[config.mk]
export PLATFORM = sky130hd
export DESIGN_NAME = replica_host_io
export DESIGN_NICKNAME = d
export VERILOG_FILES = /design/src/rtl/replica_pkg.sv /design/src/rtl/replica_host_io_fifo.sv /design/src/rtl/replica_host_io.sv
export SDC_FILE = /design/constraint.sdc
export NUM_CORES = 1
export LEC_CHECK = 0
export ABC_AREA = 1
export BUFFER_PORTS_ARGS = -buffer_cell sky130_fd_sc_hd__buf_4
export CORE_MARGIN = 2
export CORE_UTILIZATION = 52
export CTS_CLUSTER_DIAMETER = 50
export DETAILED_ROUTE_END_ITERATION = 10
export PLACE_DENSITY = 0.67
export SETUP_SLACK_MARGIN = 0.15
export SYNTH_ARGS = -nofsm -noshare
export SYNTH_HDL_FRONTEND = slang
export SYNTH_SLANG_ARGS = --single-unit
[constraint.sdc]
create_clock -name clk -period 3.4 [get_ports clk]
set_clock_uncertainty 0.2 [all_clocks]
set_input_delay 0 -clock clk [delete_from_list [all_inputs] [get_ports clk]]
set_output_delay 0 -clock clk [all_outputs]
set_load 0.01 [all_outputs]
[src/rtl/replica_pkg.sv]
// Shared types and sizing for the replica chain host I/O block.
package replica_pkg;

    localparam int CITY_NUM = 32;   // cities per ordering, beats per ordering transfer
    localparam int CITY_LOG = 5;    // bits per city index
    localparam int BASE_LOG = 3;    // replica base-id width
    localparam int DIS_W    = 27;   // total-distance width
    localparam int DIS_LAT  = 2;    // distance_shift to tail_dis_data valid
    localparam int HOST_W   = 32;   // host data width

    // Host command opcodes
    typedef enum logic [1:0] {
        OP_WR_ORD = 2'd0,
        OP_RD_ORD = 2'd1,
        OP_WR_DIS = 2'd2,
        OP_RD_DIS = 2'd3
    } io_op_t;

    // Read commands address ex_base_id_r, writes address ex_base_id_w
    function automatic logic op_is_read(input io_op_t op);
        return (op == OP_RD_ORD) || (op == OP_RD_DIS);
    endfunction

endpackage

[src/rtl/replica_host_io_fifo.sv]
// Synchronous FIFO holding chain-tail beats until the host reads them.
// Depth CITY_NUM (a power of two, so the pointers wrap naturally).
module replica_host_io_fifo
    import replica_pkg::*;
(
    input  logic                clk,
    input  logic                reset,
    input  logic                push,
    input  logic [HOST_W-1:0]   wdata,
    input  logic                pop,
    output logic [HOST_W-1:0]   rdata,
    output logic                full,
    output logic                empty,
    output logic [CITY_LOG:0]   count
);

    localparam logic [CITY_LOG:0] DEPTH = (CITY_LOG+1)'(CITY_NUM);

    logic [HOST_W-1:0]   mem [CITY_NUM];
    logic [CITY_LOG-1:0] wr_ptr;
    logic [CITY_LOG-1:0] rd_ptr;
    logic                do_push;
    logic                do_pop;

    assign full    = (count == DEPTH);
    assign empty   = (count == '0);
    assign do_push = push && !full;
    assign do_pop  = pop && !empty;
    assign rdata   = mem[rd_ptr];

    // Storage write port
    // NOTE: the data array is deliberately not reset; count/pointers define validity,
    // and leaving it out of reset lets it map onto plain RAM.
    always_ff @(posedge clk) begin
        if (do_push) mem[wr_ptr] <= wdata;
    end

    // Pointers and occupancy; push and pop in one cycle leave count unchanged
    // NOTE: sequential state uses <= so every flop samples pre-edge values regardless of order.
    always_ff @(posedge clk or negedge reset) begin
        if (!reset) begin
            wr_ptr <= '0;
            rd_ptr <= '0;
            count  <= '0;
        end else begin
            if (do_push) wr_ptr <= wr_ptr + 1'b1;
            if (do_pop)  rd_ptr <= rd_ptr + 1'b1;
            case ({do_push, do_pop})
                2'b10:   count <= count + 1'b1;
                2'b01:   count <= count - 1'b1;
                default: ;
            endcase
        end
    end

endmodule

[src/rtl/replica_host_io.sv]
// Host-side end of the replica chain: turns host commands and write streams into
// chain-head ordering/distance writes, and queues chain-tail beats for the host.
module replica_host_io
    import replica_pkg::*;
(
    input  logic                clk,
    input  logic                reset,
    input  logic                cmd_valid,
    output logic                cmd_ready,
    input  logic [1:0]          cmd_op,
    input  logic [BASE_LOG-1:0] cmd_base,
    input  logic                s_valid,
    output logic                s_ready,
    input  logic [HOST_W-1:0]   s_data,
    output logic                m_valid,
    input  logic                m_ready,
    output logic [HOST_W-1:0]   m_data,
    output logic                busy,
    output logic                err,
    output logic                exchange_shift_d,
    output logic                distance_shift,
    output logic [BASE_LOG-1:0] ex_base_id_r,
    output logic [BASE_LOG-1:0] ex_base_id_w,
    output logic                head_ord_valid,
    output logic [CITY_LOG-1:0] head_ord_data,
    output logic [DIS_W-1:0]    head_dis_data,
    input  logic                tail_ord_valid,
    input  logic [CITY_LOG-1:0] tail_ord_data,
    input  logic [DIS_W-1:0]    tail_dis_data
);

    typedef enum logic [2:0] {
        S_IDLE, S_WR_ORD, S_RD_ORD, S_WR_DIS, S_RD_DIS, S_DONE
    } state_t;

    localparam logic [CITY_LOG:0] FIFO_DEPTH = (CITY_LOG+1)'(CITY_NUM);
    localparam logic [CITY_LOG:0] CNT_LAST   = (CITY_LOG+1)'(CITY_NUM - 1);

    state_t              state, state_nx;
    logic [CITY_LOG:0]   cnt, cnt_nx;
    logic [DIS_LAT-1:0]  dly;          // distance_shift delay line for RD_DIS capture
    io_op_t              op_in;
    logic [CITY_LOG:0]   need;
    logic                cmd_fits;
    logic                cmd_fire;
    logic                s_fire;
    logic                fifo_push;
    logic [HOST_W-1:0]   fifo_wdata;
    logic [HOST_W-1:0]   fifo_rdata;
    logic                fifo_full;
    logic                fifo_empty;
    logic [CITY_LOG:0]   fifo_count;
    logic                unused_bits;

    assign op_in       = io_op_t'(cmd_op);
    assign cmd_fire    = cmd_valid && cmd_ready;
    assign s_fire      = s_valid && s_ready;
    assign m_valid     = !fifo_empty;
    assign m_data      = fifo_empty ? '0 : fifo_rdata;
    assign busy        = (state != S_IDLE) || !fifo_empty;
    assign cmd_fits    = (FIFO_DEPTH - fifo_count) >= need;
    assign unused_bits = ^s_data[HOST_W-1:DIS_W];

    // FIFO space a command needs before it may start (reads only)
    always_comb begin
        need = '0;
        case (op_in)
            OP_RD_ORD: need = FIFO_DEPTH;
            OP_RD_DIS: need = (CITY_LOG+1)'(1);
            default:   need = '0;
        endcase
    end

    // Next state, beat counting, stream handshakes and FIFO pushes
    // NOTE: every output of this block gets a default first, so no path can infer a latch.
    always_comb begin
        state_nx   = state;
        cnt_nx     = cnt;
        cmd_ready  = 1'b0;
        s_ready    = 1'b0;
        fifo_push  = 1'b0;
        fifo_wdata = '0;
        case (state)
            S_IDLE: begin
                cmd_ready = cmd_fits;
                if (cmd_valid && cmd_fits) begin
                    cnt_nx = '0;
                    case (op_in)
                        OP_WR_ORD: state_nx = S_WR_ORD;
                        OP_RD_ORD: state_nx = S_RD_ORD;
                        OP_WR_DIS: state_nx = S_WR_DIS;
                        default:   state_nx = S_RD_DIS;
                    endcase
                end
            end
            S_WR_ORD: begin
                s_ready = (cnt < FIFO_DEPTH);
                if (s_valid && s_ready) begin
                    cnt_nx = cnt + 1'b1;
                    if (cnt == CNT_LAST) state_nx = S_DONE;
                end
            end
            S_RD_ORD: begin
                if (tail_ord_valid) begin
                    fifo_push  = 1'b1;
                    fifo_wdata = HOST_W'(tail_ord_data);
                    cnt_nx     = cnt + 1'b1;
                    if (cnt == CNT_LAST) state_nx = S_DONE;
                end
            end
            S_WR_DIS: begin
                s_ready = 1'b1;
                if (s_valid) state_nx = S_DONE;
            end
            S_RD_DIS: begin
                if (dly[DIS_LAT-1]) begin
                    fifo_push  = 1'b1;
                    fifo_wdata = HOST_W'(tail_dis_data);
                    state_nx   = S_DONE;
                end
            end
            default: state_nx = S_IDLE;
        endcase
    end

    // State, counter, chain-side registered outputs and sticky error
    always_ff @(posedge clk or negedge reset) begin
        if (!reset) begin
            state            <= S_IDLE;
            cnt              <= '0;
            dly              <= '0;
            exchange_shift_d <= 1'b0;
            distance_shift   <= 1'b0;
            ex_base_id_r     <= '0;
            ex_base_id_w     <= '0;
            head_ord_valid   <= 1'b0;
            head_ord_data    <= '0;
            head_dis_data    <= '0;
            err              <= 1'b0;
        end else begin
            state          <= state_nx;
            cnt            <= cnt_nx;
            distance_shift <= 1'b0;
            head_ord_valid <= 1'b0;
            dly            <= {dly[DIS_LAT-2:0], distance_shift && (state == S_RD_DIS)};
            if ((tail_ord_valid && (state != S_RD_ORD)) || (fifo_push && fifo_full))
                err <= 1'b1;
            case (state)
                S_IDLE: begin
                    if (cmd_fire) begin
                        if (op_is_read(op_in)) ex_base_id_r <= cmd_base;
                        else                   ex_base_id_w <= cmd_base;
                        exchange_shift_d <= (op_in == OP_WR_ORD) || (op_in == OP_RD_ORD);
                        distance_shift   <= (op_in == OP_RD_DIS);
                    end
                end
                S_WR_ORD: begin
                    if (s_fire) begin
                        head_ord_valid <= 1'b1;
                        head_ord_data  <= s_data[CITY_LOG-1:0];
                    end
                end
                S_WR_DIS: begin
                    if (s_fire) begin
                        head_dis_data  <= s_data[DIS_W-1:0];
                        distance_shift <= 1'b1;
                    end
                end
                S_DONE:  exchange_shift_d <= 1'b0;
                default: ;
            endcase
        end
    end

    replica_host_io_fifo u_fifo (
        .clk   (clk),
        .reset (reset),
        .push  (fifo_push),
        .wdata (fifo_wdata),
        .pop   (m_valid && m_ready),
        .rdata (fifo_rdata),
        .full  (fifo_full),
        .empty (fifo_empty),
        .count (fifo_count)
    );

endmodule
==> impl_results.md <==
- Outcome: finished, violations left
- Violated checks: design-rule violations
- Max Root-Sink Buffers: 3
- Global-route wire length before repair: 154700 um
- DRC viols: 1
- Starting Density: 0.5271
- Nets: 3508
- Clk Latency, worst-skew pair: 0.66 ns
- Final hold vios: 0
- Share of cells above drive strength 1: 0.1562
- Post-Syn Area: 37810 sq um
- Crit-path max FO: 33
- Core Area: 71730 sq um
- Pre-antenna DRT Iters: 11
- CTS buffer count: 101
- Die ar.: 74890 sq um
- H-tree levels: 3
- Tmin final: 3.179 ns
- Antenna Nets Post-Route: 0
- Post-Route WL: 104300 um
- Tot Pwr: 37.04 mW
- Power per cell area: 812.4 nW/um^2
- Number of DRC markers in iteration 0: 3186
- CP endpoint kind: output pin
- Delay-heaviest family, CP: buffers and inverters
- RR Endpoint: u_fifo.mem[21][3]
- GR Util All Layers: 0.2745
- Worst path slowest cell: dfrtp_4
- Yosys warnings: 0
- CTS tree: built
- Worst Tran Pin Value: 0.9473 ns
- Largest net degree at the start of global routing: 86
- Number of diodes: 0
- Initial antenna violation count: 0
- I/O pin count: 153
- Hold path cells: 4
- Unrepaired setup endpoints after global routing: yes
- Type of the worst setup path: reg -> out
- Reg2reg start: state[2]
- Static Leak: 15.26 nW
- Critical path buffers and inverters: 5
- Unique masters post-synth: 36
- Vias/cell: 5.916
- Worst-case reg-to-reg path depth: 11
- Avg WL per Cell: 23.45 um
- CP Cell Sequence: buf_6 -> inv_16 -> buf_12 -> buf_4 -> o21ai_0 -> o22ai_1 -> nand2_1 -> nand3_1 -> o21ai_1 -> nor2_1 -> buf_4
- Hold Path End: u_fifo.rd_ptr[0]
- Post-Route Setup TNS: 0 ns
- Worst setup SP type: register
- Critical Path AT: 2.98 ns
- Final setup vio count: 0
- Synthesized flop and latch total: 933
- Gr ovfl total: 0
- Width of the die: 273.7 um
- Root Buffer Master: clkbuf_16
- Final Slew Violations: 0
- Slack of the worst reg-to-reg path: 0.27 ns
- Max-cap check violation count: 0
- Maximum vdd drop: 0.9496 mV
- Fillers: 5232
- CTS sink cnt: 933
- RePlAce Congestion: 0.8207
- Crit-path most repeated cell: buf_4
- Max stage delay on crit path: 0.54 ns
- Tcrit/Tclk final: 0.9350
- Fmax: 0.3146 GHz
- Gate Count Post-Synth: 3085
- Via count: 26300
- Placed wire-length estimate: 58440 um
- PortBufs: 142
- Vias in the first global route: 25940
- Critical Path RT: 3.20 ns
- Clk slew on worst S/H paths: 0.05 ns
- Die height: 273.7 um
- Worst hold start: m_ready
- Worst slew margin relative to its limit: 0.3646
- Area Growth Syn to Fin: 20.58%
- Post-Syn Area per Cell: 12.26 sq um
- Tightest Hold Check Type: in -> reg
- Register area share after synthesis: 0.7318
- FP Rows: 98
## flip-flops by register name (all words and copies together), names as in the netlist
name and count:
cnt 6, distance_shift 1, dly 2, err 1, ex_base_id_r 3, ex_base_id_w 3
exchange_shift_d 1, head_dis_data 27, head_ord_data 5, head_ord_valid 1, state 3, u_fifo.count 6
u_fifo.mem 864, u_fifo.rd_ptr 5, u_fifo.wr_ptr 5
## timing repair
action                                  in CTS  in global routing
endpoints found under the hold margin      994                  0
hold buffers                               119                  0
setup buffers                                6                  4
endpoints found under the setup margin      20                199
pin swaps                                    1                  4
cloned                                       0                  4
gates resized for setup                     13                 24
## cell type report
class                      instances  area (sq um)  area share
tap                              950          1189     0.02607
clock inverter                    62         644.4     0.01413
timing repair buffer             415          3885     0.08521
sequential                       933         27680      0.6071
inverter                          60         249.0    0.005461
clock buffer                     123          2684     0.05886
multi-input combinational       1902          9261      0.2031
## worst min-delay path, cell delays in order
cell	delay (ns)
dlygate4sd3_1	0.53
buf_4	0.15
nand2_1	0.11
xor2_1	0.07
## worst max path at each step
| stage | to | from | slack (ns) | depth (start not counted) |
|---|---|---|---|---|
| 2_1_floorplan | u_fifo.mem[31][0] | u_fifo.count[0] | 0.26 | 9 |
| 3_3_place_gp | u_fifo.mem[0][12] | u_fifo.count[0] | 0.26 | 10 |
| 3_5_place_dp | u_fifo.mem[17][4] | state[2] | 0.20 | 11 |
| 4_1_cts | m_data[6] | u_fifo.rd_ptr[0] | 0.13 | 10 |
| 5_1_grt | u_fifo.mem[21][26] | state[0] | 0.13 | 11 |
| 6_report | m_data[20] | u_fifo.rd_ptr[0] | 0.22 | 11 |
## routing by layer
layer / vias to the layer above / part of all wire / track usage
met4: 0 / 0.031 / 0.1002
met3: 204 / 0.094 / 0.05649
li1: 11750 / - / -
met5: - / 0 / 0
met2: 1381 / 0.48 / 0.4487
met1: 12960 / 0.39 / 0.3654
## logic make-up after synthesis
| group | synth area share |
|---|---|
| DFF | 0.7318 |
| buffers and inverters | 0.03187 |
| and+or+nand+nor | 0.1190 |
| other | 0.00009917 |
| AOI/OAI and AO/OA | 0.1011 |
| muxes | 0.006552 |
| xor gates and xnor gates | 0.002780 |
| adders and majority gates | 0.006817 |
## report_power, final
group          leakage, nW  internal, mW  switching (mW)
sequential            7.80          12.8           0.428
combinational         5.86          4.37            8.47
clock                 1.61          6.46            4.47
total                 15.3          23.7            13.4
## synth_stat cells (all sizes together)
library cell,count,area (sq um)
a21oi,17,88.84
a31oi,1,6.260
buf,90,589.3
clkbuf,104,390.4
clkinv,3,11.26
conb,1,3.750
dfrtp,69,1727
edfxtp,864,25940
fa,1,20.02
ha,19,237.7
inv,57,214.0
mux2,22,247.7
nand2,321,1205
nand3,114,570.6
nand4,4,25.02
nor2,697,2619
nor3,4,31.28
nor3b,1,12.51
o211ai,54,405.4
o21ai,490,2452
o22ai,122,763.2
o32ai,12,105.1
or2,6,37.53
xnor2,2,17.52
xor2,10,87.58
## through the flow
step,instance area [sq um],cells,hold slack [ns],util,worst slack [ns]
after floorplan,37830,3089,-0.4956,-,0.2601
after global placement,40730,4128,-0.02026,0.5678,0.2639
after detailed placement,40730,4128,-0.007843,0.5678,0.1970
after CTS,45370,4438,0.01871,0.6326,0.1283
after global routing,45590,4445,0.07277,0.6356,0.1321
final,45590,4445,0.05381,0.6356,0.2211
## cell usage in the layout, fill, tap and decap left out, types with 22 or more instances in the layout
cell and n:
nor2_4 33, dfrtp_1 65, nor2_1 643, dlygate4sd3_1 117
o21ai_0 454, nand2_1 319, nand3_1 113, mux2_2 22
inv_1 50, buf_4 259, o211ai_1 54, o21ai_1 36
o22ai_1 122, clkbuf_16 108, edfxtp_1 864
Power figures use the tool's default switching activity.
